**config.mk**
```make
export PLATFORM = sky130hd
export DESIGN_NAME = dvp_test_source
export DESIGN_NICKNAME = d
export VERILOG_FILES = /design/src/rtl/dvp_test_source.sv
export SDC_FILE = /design/constraint.sdc
export NUM_CORES = 1
export LEC_CHECK = 0
export ABC_AREA = 0
export BUFFER_PORTS_ARGS = -buffer_cell sky130_fd_sc_hd__buf_2
export CORE_MARGIN = 4
export CORE_UTILIZATION = 51
export DETAILED_ROUTE_END_ITERATION = 16
export MAX_ROUTING_LAYER = met4
export PLACE_DENSITY = 0.71
export SLEW_MARGIN = 15
export SYNTH_ARGS = -nofsm -noshare
export SYNTH_HDL_FRONTEND = slang
export SYNTH_SLANG_ARGS = --single-unit
```
**constraint.sdc**
```tcl
create_clock -name clk -period 6 [get_ports clk]
set_input_delay 0.3 -clock clk [delete_from_list [all_inputs] [get_ports clk]]
set_output_delay 0.3 -clock clk [all_outputs]
set_load 0.03 [all_outputs]
```
**src/rtl/dvp_test_source.sv**
```systemverilog
`default_nettype none
// ============================================================================
// Module      : dvp_test_source
// Description : OV7670-style DVP frame source. Generates pclk, vsync, href
//               and an 8-bit YUV422 byte stream of test frames from the
//               fabric clock. It stands in for the camera on the capture
//               path so the capture/memory/VGA chain and the detection
//               overlay can be exercised without a sensor.
// Revision    : 1.0 - initial release
// ----------------------------------------------------------------------------
// Ports
//   clk          in   1   fabric clock
//   reset_n      in   1   asynchronous active-low reset
//   enable       in   1   run frames while high (a started frame always ends)
//   mode         in   2   pattern select, latched at frame start
//                         0 gradient, 1 64-px bars, 2 flat grey, 3 marker
//   marker_x     in  10   marker column, latched at frame start
//   marker_y     in   9   marker row, latched at frame start
//   pclk         out  1   pixel clock, low while idle
//   vsync        out  1   frame sync, active high
//   href         out  1   line valid, active high
//   data         out  8   byte stream (Y/Cb/Y/Cr order, chroma fixed 0x80)
//   frame_done   out  1   one-clk pulse at the end of each frame
//   frame_count  out 16   completed frames, wraps
// ----------------------------------------------------------------------------
// Build option
//   DVP_SRC_FRAMECNT_EN : when defined, the Y byte of pixel (0,0) carries
//                         frame_count[7:0] (value before this frame's
//                         increment) so the capture side can verify frame
//                         ordering. When undefined, pixel (0,0) follows the
//                         selected pattern.
// ============================================================================
module dvp_test_source #(
  parameter int PCLK_DIV    = 2,    // clk cycles per pclk period, even, >= 2
  parameter int H_ACTIVE    = 640,  // active pixels per line (2 bytes each)
  parameter int H_BLANK     = 144,  // href-low ticks per line
  parameter int V_ACTIVE    = 480,  // active lines per frame
  parameter int VSYNC_LINES = 3,    // lines with vsync high
  parameter int V_BACK      = 17,   // lines between vsync and first active line
  parameter int V_FRONT     = 10    // lines after the last active line
) (
  input  logic        clk,
  input  logic        reset_n,
  input  logic        enable,
  input  logic [1:0]  mode,
  input  logic [9:0]  marker_x,
  input  logic [8:0]  marker_y,
  output logic        pclk,
  output logic        vsync,
  output logic        href,
  output logic [7:0]  data,
  output logic        frame_done,
  output logic [15:0] frame_count
);

  // --------------------------------------------------------------------------
  // Derived sizes
  // --------------------------------------------------------------------------
  localparam int C_LINE_TICKS = 2 * H_ACTIVE + H_BLANK;
  localparam int C_HCNT_W     = (C_LINE_TICKS > 1) ? $clog2(C_LINE_TICKS) : 1;

  localparam int C_MAX_A   = (V_ACTIVE > VSYNC_LINES) ? V_ACTIVE : VSYNC_LINES;
  localparam int C_MAX_B   = (V_BACK > V_FRONT) ? V_BACK : V_FRONT;
  localparam int C_MAX_SEG = (C_MAX_A > C_MAX_B) ? C_MAX_A : C_MAX_B;
  localparam int C_LCNT_W  = (C_MAX_SEG > 1) ? $clog2(C_MAX_SEG) : 1;

  localparam int C_DIV_W   = (PCLK_DIV > 1) ? $clog2(PCLK_DIV) : 1;

  localparam logic [C_DIV_W-1:0]  C_DIV_LAST  = C_DIV_W'(PCLK_DIV - 1);
  // pclk rises half a period after the tick, mid-way through the data eye
  localparam logic [C_DIV_W-1:0]  C_DIV_RISE  = C_DIV_W'(PCLK_DIV / 2 - 1);
  localparam logic [C_HCNT_W-1:0] C_HCNT_LAST = C_HCNT_W'(C_LINE_TICKS - 1);
  // one extra bit so an H_BLANK of zero cannot overflow the compare
  localparam logic [C_HCNT_W:0]   C_HREF_END  = (C_HCNT_W + 1)'(2 * H_ACTIVE);

  localparam logic [C_LCNT_W-1:0] C_VSYNC_LAST  = C_LCNT_W'(VSYNC_LINES - 1);
  localparam logic [C_LCNT_W-1:0] C_VBACK_LAST  = C_LCNT_W'(V_BACK - 1);
  localparam logic [C_LCNT_W-1:0] C_ACTIVE_LAST = C_LCNT_W'(V_ACTIVE - 1);
  localparam logic [C_LCNT_W-1:0] C_VFRONT_LAST = C_LCNT_W'(V_FRONT - 1);

  localparam logic [7:0] C_CHROMA     = 8'h80;
  localparam logic [7:0] C_MARK_ON    = 8'hF0;
  localparam logic [7:0] C_MARK_OFF   = 8'h10;
  localparam logic [7:0] C_FLAT_GREY  = 8'h80;

  // --------------------------------------------------------------------------
  // Frame state machine encoding
  // --------------------------------------------------------------------------
  typedef enum logic [2:0] {
    S_IDLE   = 3'd0,
    S_VSYNC  = 3'd1,
    S_VBACK  = 3'd2,
    S_ACTIVE = 3'd3,
    S_VFRONT = 3'd4
  } state_t;

  // --------------------------------------------------------------------------
  // Registers
  // --------------------------------------------------------------------------
  state_t                state_q,       state_d;
  logic [C_DIV_W-1:0]    div_q,         div_d;
  logic                  pclk_q,        pclk_d;
  logic                  run_q,         run_d;
  logic [C_HCNT_W-1:0]   hcnt_q,        hcnt_d;
  logic [C_LCNT_W-1:0]   lcnt_q,        lcnt_d;
  logic [1:0]            mode_q,        mode_d;
  logic [9:0]            mx_q,          mx_d;
  logic [8:0]            my_q,          my_d;
  logic                  vsync_q,       vsync_d;
  logic                  href_q,        href_d;
  logic [7:0]            data_q,        data_d;
  logic                  frame_done_q,  frame_done_d;
  logic [15:0]           frame_count_q, frame_count_d;

  // --------------------------------------------------------------------------
  // Combinational helpers
  // --------------------------------------------------------------------------
  logic                w_tick;
  logic                w_line_end;
  logic                w_seg_end;
  logic [C_LCNT_W-1:0] w_seg_last;
  logic                w_href_now;
  logic [9:0]          w_x;
  logic [8:0]          w_y;
  logic [10:0]         w_x11;
  logic [10:0]         w_mx_lo;
  logic [10:0]         w_mx_hi;
  logic [10:0]         w_y11;
  logic [10:0]         w_my_lo;
  logic [10:0]         w_my_hi;
  logic                w_in_marker;
  logic [7:0]          w_luma;

  assign w_tick = (div_q == C_DIV_LAST);

  // --------------------------------------------------------------------------
  // Pixel generator: Y value for the pixel addressed by the current counters
  // --------------------------------------------------------------------------
  always_comb begin : p_pixel
    w_x     = 10'(hcnt_q >> 1);
    w_y     = 9'(lcnt_q);

    // Marker window compared at 11 bits so marker_x+7 near the right edge
    // cannot wrap around and light up column 0.
    w_x11   = {1'b0, w_x};
    w_mx_lo = {1'b0, mx_q};
    w_mx_hi = w_mx_lo + 11'd7;
    w_y11   = {2'b00, w_y};
    w_my_lo = {2'b00, my_q};
    w_my_hi = w_my_lo + 11'd7;
    w_in_marker = (w_x11 >= w_mx_lo) && (w_x11 <= w_mx_hi) &&
                  (w_y11 >= w_my_lo) && (w_y11 <= w_my_hi);

    w_luma = C_FLAT_GREY;
    case (mode_q)
      2'd0:    w_luma = w_x[9:2];
      2'd1:    w_luma = {8{w_x[6]}};
      2'd2:    w_luma = C_FLAT_GREY;
      2'd3:    w_luma = w_in_marker ? C_MARK_ON : C_MARK_OFF;
      default: w_luma = C_FLAT_GREY;
    endcase

`ifdef DVP_SRC_FRAMECNT_EN
    // Stamp the frame number into the first Y byte of the frame
    if ((w_x == 10'd0) && (w_y == 9'd0)) begin
      w_luma = frame_count_q[7:0];
    end
`endif
  end

  // --------------------------------------------------------------------------
  // Next-state logic
  // --------------------------------------------------------------------------
  always_comb begin : p_next
    state_d       = state_q;
    div_d         = div_q;
    pclk_d        = pclk_q;
    run_d         = run_q;
    hcnt_d        = hcnt_q;
    lcnt_d        = lcnt_q;
    mode_d        = mode_q;
    mx_d          = mx_q;
    my_d          = my_q;
    vsync_d       = vsync_q;
    href_d        = href_q;
    data_d        = data_q;
    frame_done_d  = 1'b0;
    frame_count_d = frame_count_q;

    case (state_q)
      S_VSYNC:  w_seg_last = C_VSYNC_LAST;
      S_VBACK:  w_seg_last = C_VBACK_LAST;
      S_ACTIVE: w_seg_last = C_ACTIVE_LAST;
      S_VFRONT: w_seg_last = C_VFRONT_LAST;
      default:  w_seg_last = '0;
    endcase

    w_line_end = (hcnt_q == C_HCNT_LAST);
    w_seg_end  = w_line_end && (lcnt_q == w_seg_last);
    w_href_now = (state_q == S_ACTIVE) && ({1'b0, hcnt_q} < C_HREF_END);

    if (w_tick) begin
      div_d  = '0;
      pclk_d = 1'b0;
      // pclk only runs for ticks whose outputs belong to a frame, so the
      // sink sees no edges while the source is idle.
      run_d  = (state_q != S_IDLE);

      // Outputs are registered from the counters as they stand at this tick,
      // so they lag the state machine by exactly one tick.
      vsync_d = (state_q == S_VSYNC);
      href_d  = w_href_now;
      if (w_href_now) begin
        data_d = hcnt_q[0] ? C_CHROMA : w_luma;
      end else begin
        data_d = 8'h00;
      end

      if (state_q == S_IDLE) begin
        hcnt_d = '0;
        lcnt_d = '0;
        if (enable) begin
          state_d = S_VSYNC;
          mode_d  = mode;
          mx_d    = marker_x;
          my_d    = marker_y;
        end
      end else begin
        hcnt_d = w_line_end ? '0 : hcnt_q + 1'b1;
        if (w_line_end) begin
          lcnt_d = w_seg_end ? '0 : lcnt_q + 1'b1;
        end
        if (w_seg_end) begin
          case (state_q)
            S_VSYNC:  state_d = S_VBACK;
            S_VBACK:  state_d = S_ACTIVE;
            S_ACTIVE: state_d = S_VFRONT;
            S_VFRONT: begin
              frame_done_d  = 1'b1;
              frame_count_d = frame_count_q + 16'd1;
              // enable is only sampled here, so dropping it mid-frame lets
              // the current frame finish intact.
              if (enable) begin
                state_d = S_VSYNC;
                mode_d  = mode;
                mx_d    = marker_x;
                my_d    = marker_y;
              end else begin
                state_d = S_IDLE;
              end
            end
            default:  state_d = S_IDLE;
          endcase
        end
      end
    end else begin
      div_d = div_q + 1'b1;
      if (run_q && (div_q == C_DIV_RISE)) begin
        pclk_d = 1'b1;
      end
    end
  end

  // --------------------------------------------------------------------------
  // State registers
  // --------------------------------------------------------------------------
  always_ff @(posedge clk or negedge reset_n) begin
    if (!reset_n) begin
      state_q       <= S_IDLE;
      div_q         <= '0;
      pclk_q        <= 1'b0;
      run_q         <= 1'b0;
      hcnt_q        <= '0;
      lcnt_q        <= '0;
      mode_q        <= 2'd0;
      mx_q          <= 10'd0;
      my_q          <= 9'd0;
      vsync_q       <= 1'b0;
      href_q        <= 1'b0;
      data_q        <= 8'h00;
      frame_done_q  <= 1'b0;
      frame_count_q <= 16'd0;
    end else begin
      state_q       <= state_d;
      div_q         <= div_d;
      pclk_q        <= pclk_d;
      run_q         <= run_d;
      hcnt_q        <= hcnt_d;
      lcnt_q        <= lcnt_d;
      mode_q        <= mode_d;
      mx_q          <= mx_d;
      my_q          <= my_d;
      vsync_q       <= vsync_d;
      href_q        <= href_d;
      data_q        <= data_d;
      frame_done_q  <= frame_done_d;
      frame_count_q <= frame_count_d;
    end
  end

  assign pclk        = pclk_q;
  assign vsync       = vsync_q;
  assign href        = href_q;
  assign data        = data_q;
  assign frame_done  = frame_done_q;
  assign frame_count = frame_count_q;

endmodule
`default_nettype wire
```
==> summary.md <==
| Metric | Value |
|---|---|
| Post-synth ARST share | 1.00 |
| Yosys warnings | 0 |
| Post-cts sizing count | 0 |
| PortBufs | between 50 and 60 |
| Vias in the first global route | ~3700 |
| Post-layout min period | between 3 and 4 ns |
| VDD IR max | about 130 uV |
| Post-Syn Area | roughly 4700 um^2 |
| GRT Util Overall | 0.199 |
| Nets@finish | just under 600 |
| Final setup fails | 0 |
| CTS tree | done |
| Power Dens Cells | between 150 and 200 nW/um^2 |
| Post-CTS setup buffers | 0 |
| Tightest Pin Transition | approximately 0.95 ns |
| First-pass GRT wire length | ~17000 um |
| Largest net degree at the start of global routing | 75 |
| CTS Root Cell | clkbuf_8 |
| Final WL | slightly above 10000 um |
| Critical Path Source Type | register |
| Area Growth Syn to Fin | 11.4% |
| Final Cycle Share | 0.583 |
| Fillers | 743 |
| Util after Layout | 0.595 |
| Row count | 34 |
| Placed cells | between 600 and 700 |
| Syn Area/Cell | around 10 um^2 |
| Final hold vios | 0 |
| DPL Wire Length | approximately 7700 um |
| Clock transition at path regs | ~0.08 ns |
| Pre-antenna DRT Iters | 4 |
| Max Cap Viol | 0 |
| Worst skew pair latency | approximately 0.35 ns |
| Share of layout cells above drive strength 1 | 0.189 |
| Max FO, Critical Path | 4 |
| Post-synth EDFFs | 0 |
| # DRC | 0 |
| Slew margin rel. | 0.351 |
| Crit. End Element | register |
| P_leak | ~0.0026 uW |
| Die Footprint | 10900 um^2 |
| Ys flop type | dfrtp_1 |
| Setup slack, reg-to-reg | about 2.5 ns |
| Core area | around 8900 um^2 |
| Inserted Diodes | 0 |
| Commonest non-fill, non-tap cell in the layout | dfrtp_1 |
| Final setup TNS | 0 ns |
| Final Max Tran Viols | 0 |
| Status | finished clean |
| # hold bufs at CTS | 0 |
| Sequential fraction of the synthesis area | 0.390 |
| Drt wl/cell | 16.1 um |
| Kind of critical path | reg -> reg |
| Total gr overflow | 0 |
| Post-route insts no fill | approximately 640 |
| Mapped Cells | ~480 |
| RSZ-0062 raised after global routing | false |
| Final Total Pwr | approximately 940 uW |
| TritonCTS Buffers | 9 |
| Crit path required time | between 6 and 7 ns |
| Synth unique cells | between 50 and 60 |
| Commonest cells after routing, fill and taps aside | dfrtp_1, buf_2, ha_1 |
| Antenna-violating nets left | 0 |
| Critical path arrival | about 3.8 ns |
| FMAX | about 0.29 GHz |
| Antenna violations before repair | 0 |
| Clock skew | 0.00695 ns |
| Ports | 52 |
| Hold Path Class | in -> async |
| Clk buf depth | 2 |
| Vias per std cell | around 5.9 |
| GP Congestion | between 0.8 and 0.9 |
| Sink Count | 74 |
| Synth Register Bits | 74 |
| Via count | roughly 3700 |
| Drt initial violations | approximately 150 |
| Initial cell density of the core | 0.534 |
| Mapped Nets | 543 |
| Chip width | approximately 100 um |
| H-tree levels | 3 |
| Die height | around 100 um |
==> power by group <==
| group | leakage [uW] | internal, uW | switching [uW] |
|---|---|---|---|
| Clock | 0.000105 | 233 | 191 |
| Combinational | 0.00145 | 5.63 | 11.1 |
| Sequential | 0.00100 | 498 | 0 |
| Total | 0.00255 | 737 | 202 |
==> per-layer routing <==
layer  vias to the layer above  GRT usage  share of wire
met5                         -          -              0
met4                         0     0.0522          0.011
met3                        15     0.0397          0.042
met2                        88      0.328           0.50
met1                      1799      0.250           0.45
li1                       1832          -              -
==> worst max-delay path, stage by stage (launching register included) <==
cell	delay (ns)
dfrtp_1	0.39
inv_1	0.08
ha_1	0.25
a2111oi_0	0.82
nand3_1	0.19
xnor2_1	0.20
ha_1	0.27
a21o_1	0.16
a21oi_1	0.17
o21ai_0	0.11
o311ai_0	0.45
nand4_1	0.17
a21oi_1	0.17
==> path summary, 6_finish.rpt <==
kind | cells past startpoint | end | start
worst max-delay path | 12 | data[7]$_DFFE_PN0P_ | mx_q[0]$_DFFE_PN0P_
worst max register to register | 12 | data[7]$_DFFE_PN0P_ | mx_q[0]$_DFFE_PN0P_
max in group asynchronous | 1 | lcnt_q[8]$_DFFE_PN0P_ | reset_n
worst min-delay path | 1 | mx_q[4]$_DFFE_PN0P_ | reset_n
min in group clk | 2 | my_q[6]$_DFFE_PN0P_ | marker_y[6]
worst min register to register | 1 | frame_count[15]$_DFFE_PN0P_ | frame_count[15]$_DFFE_PN0P_
==> Yosys cell counts, types with 10 or more instances <==
library cell	count	share of area
dfrtp_1	74	0.39
ha_1	43	0.11
inv_1	33	0.026
nor2_1	30	0.024
nand3_1	26	0.027
xnor2_1	25	0.046
nand2_1	24	0.019
mux2_4	20	0.063
a21oi_1	19	0.020
o21ai_0	19	0.020
nand4_1	18	0.024
xor2_1	14	0.026
nor3_1	13	0.014
nor4_1	10	0.013
==> kinds of logic (layout without fill, tap and decap cells) <==
family                   after synthesis  count (layout)  share of synthesized area
multiplexers                          27              27                     0.0788
AO/OA/AOI/OAI                         79              79                      0.113
AND/OR/NAND/NOR                      163             163                      0.188
buffers and inverters                 51             103                     0.0451
flip-flops                            74              74                      0.390
adder cells (fa/ha/maj)               43              43                      0.113
XOR/XNOR                              39              39                     0.0720
==> flip-flops by register name (all words and copies together), names as in the netlist, 2 cells and up <==
| register | flops |
|---|---|
| frame_count | 16 |
| hcnt_q | 11 |
| mx_q | 10 |
| lcnt_q | 9 |
| my_q | 9 |
| data | 8 |
| state_q | 3 |
| mode_q | 2 |
==> area by class of cell <==
cell class / count / area [um^2] / area share
Timing Repair Buffer: 53 / 273 / 0.0516
Clock buffer: 9 / 124 / 0.0234
Sequential cell: 74 / 1850 / 0.350
Inverter: 34 / 128 / 0.0241
Tap cell: 108 / 135 / 0.0256
Multi-Input combinational cell: 351 / 2680 / 0.507
Clock inverter: 7 / 93.8 / 0.0178
==> through the flow <==
stage	setup slack, ns	hold slack [ns]	instance area [um^2]
floorplan	2.97	0.00441	4750
global placement	2.70	0.467	5070
detailed placement	2.52	0.469	5070
CTS	2.49	0.109	5290
global route	2.19	0.154	5290
finish	2.50	0.0776	5290
Note: power is estimated with default switching activity, not from simulation.
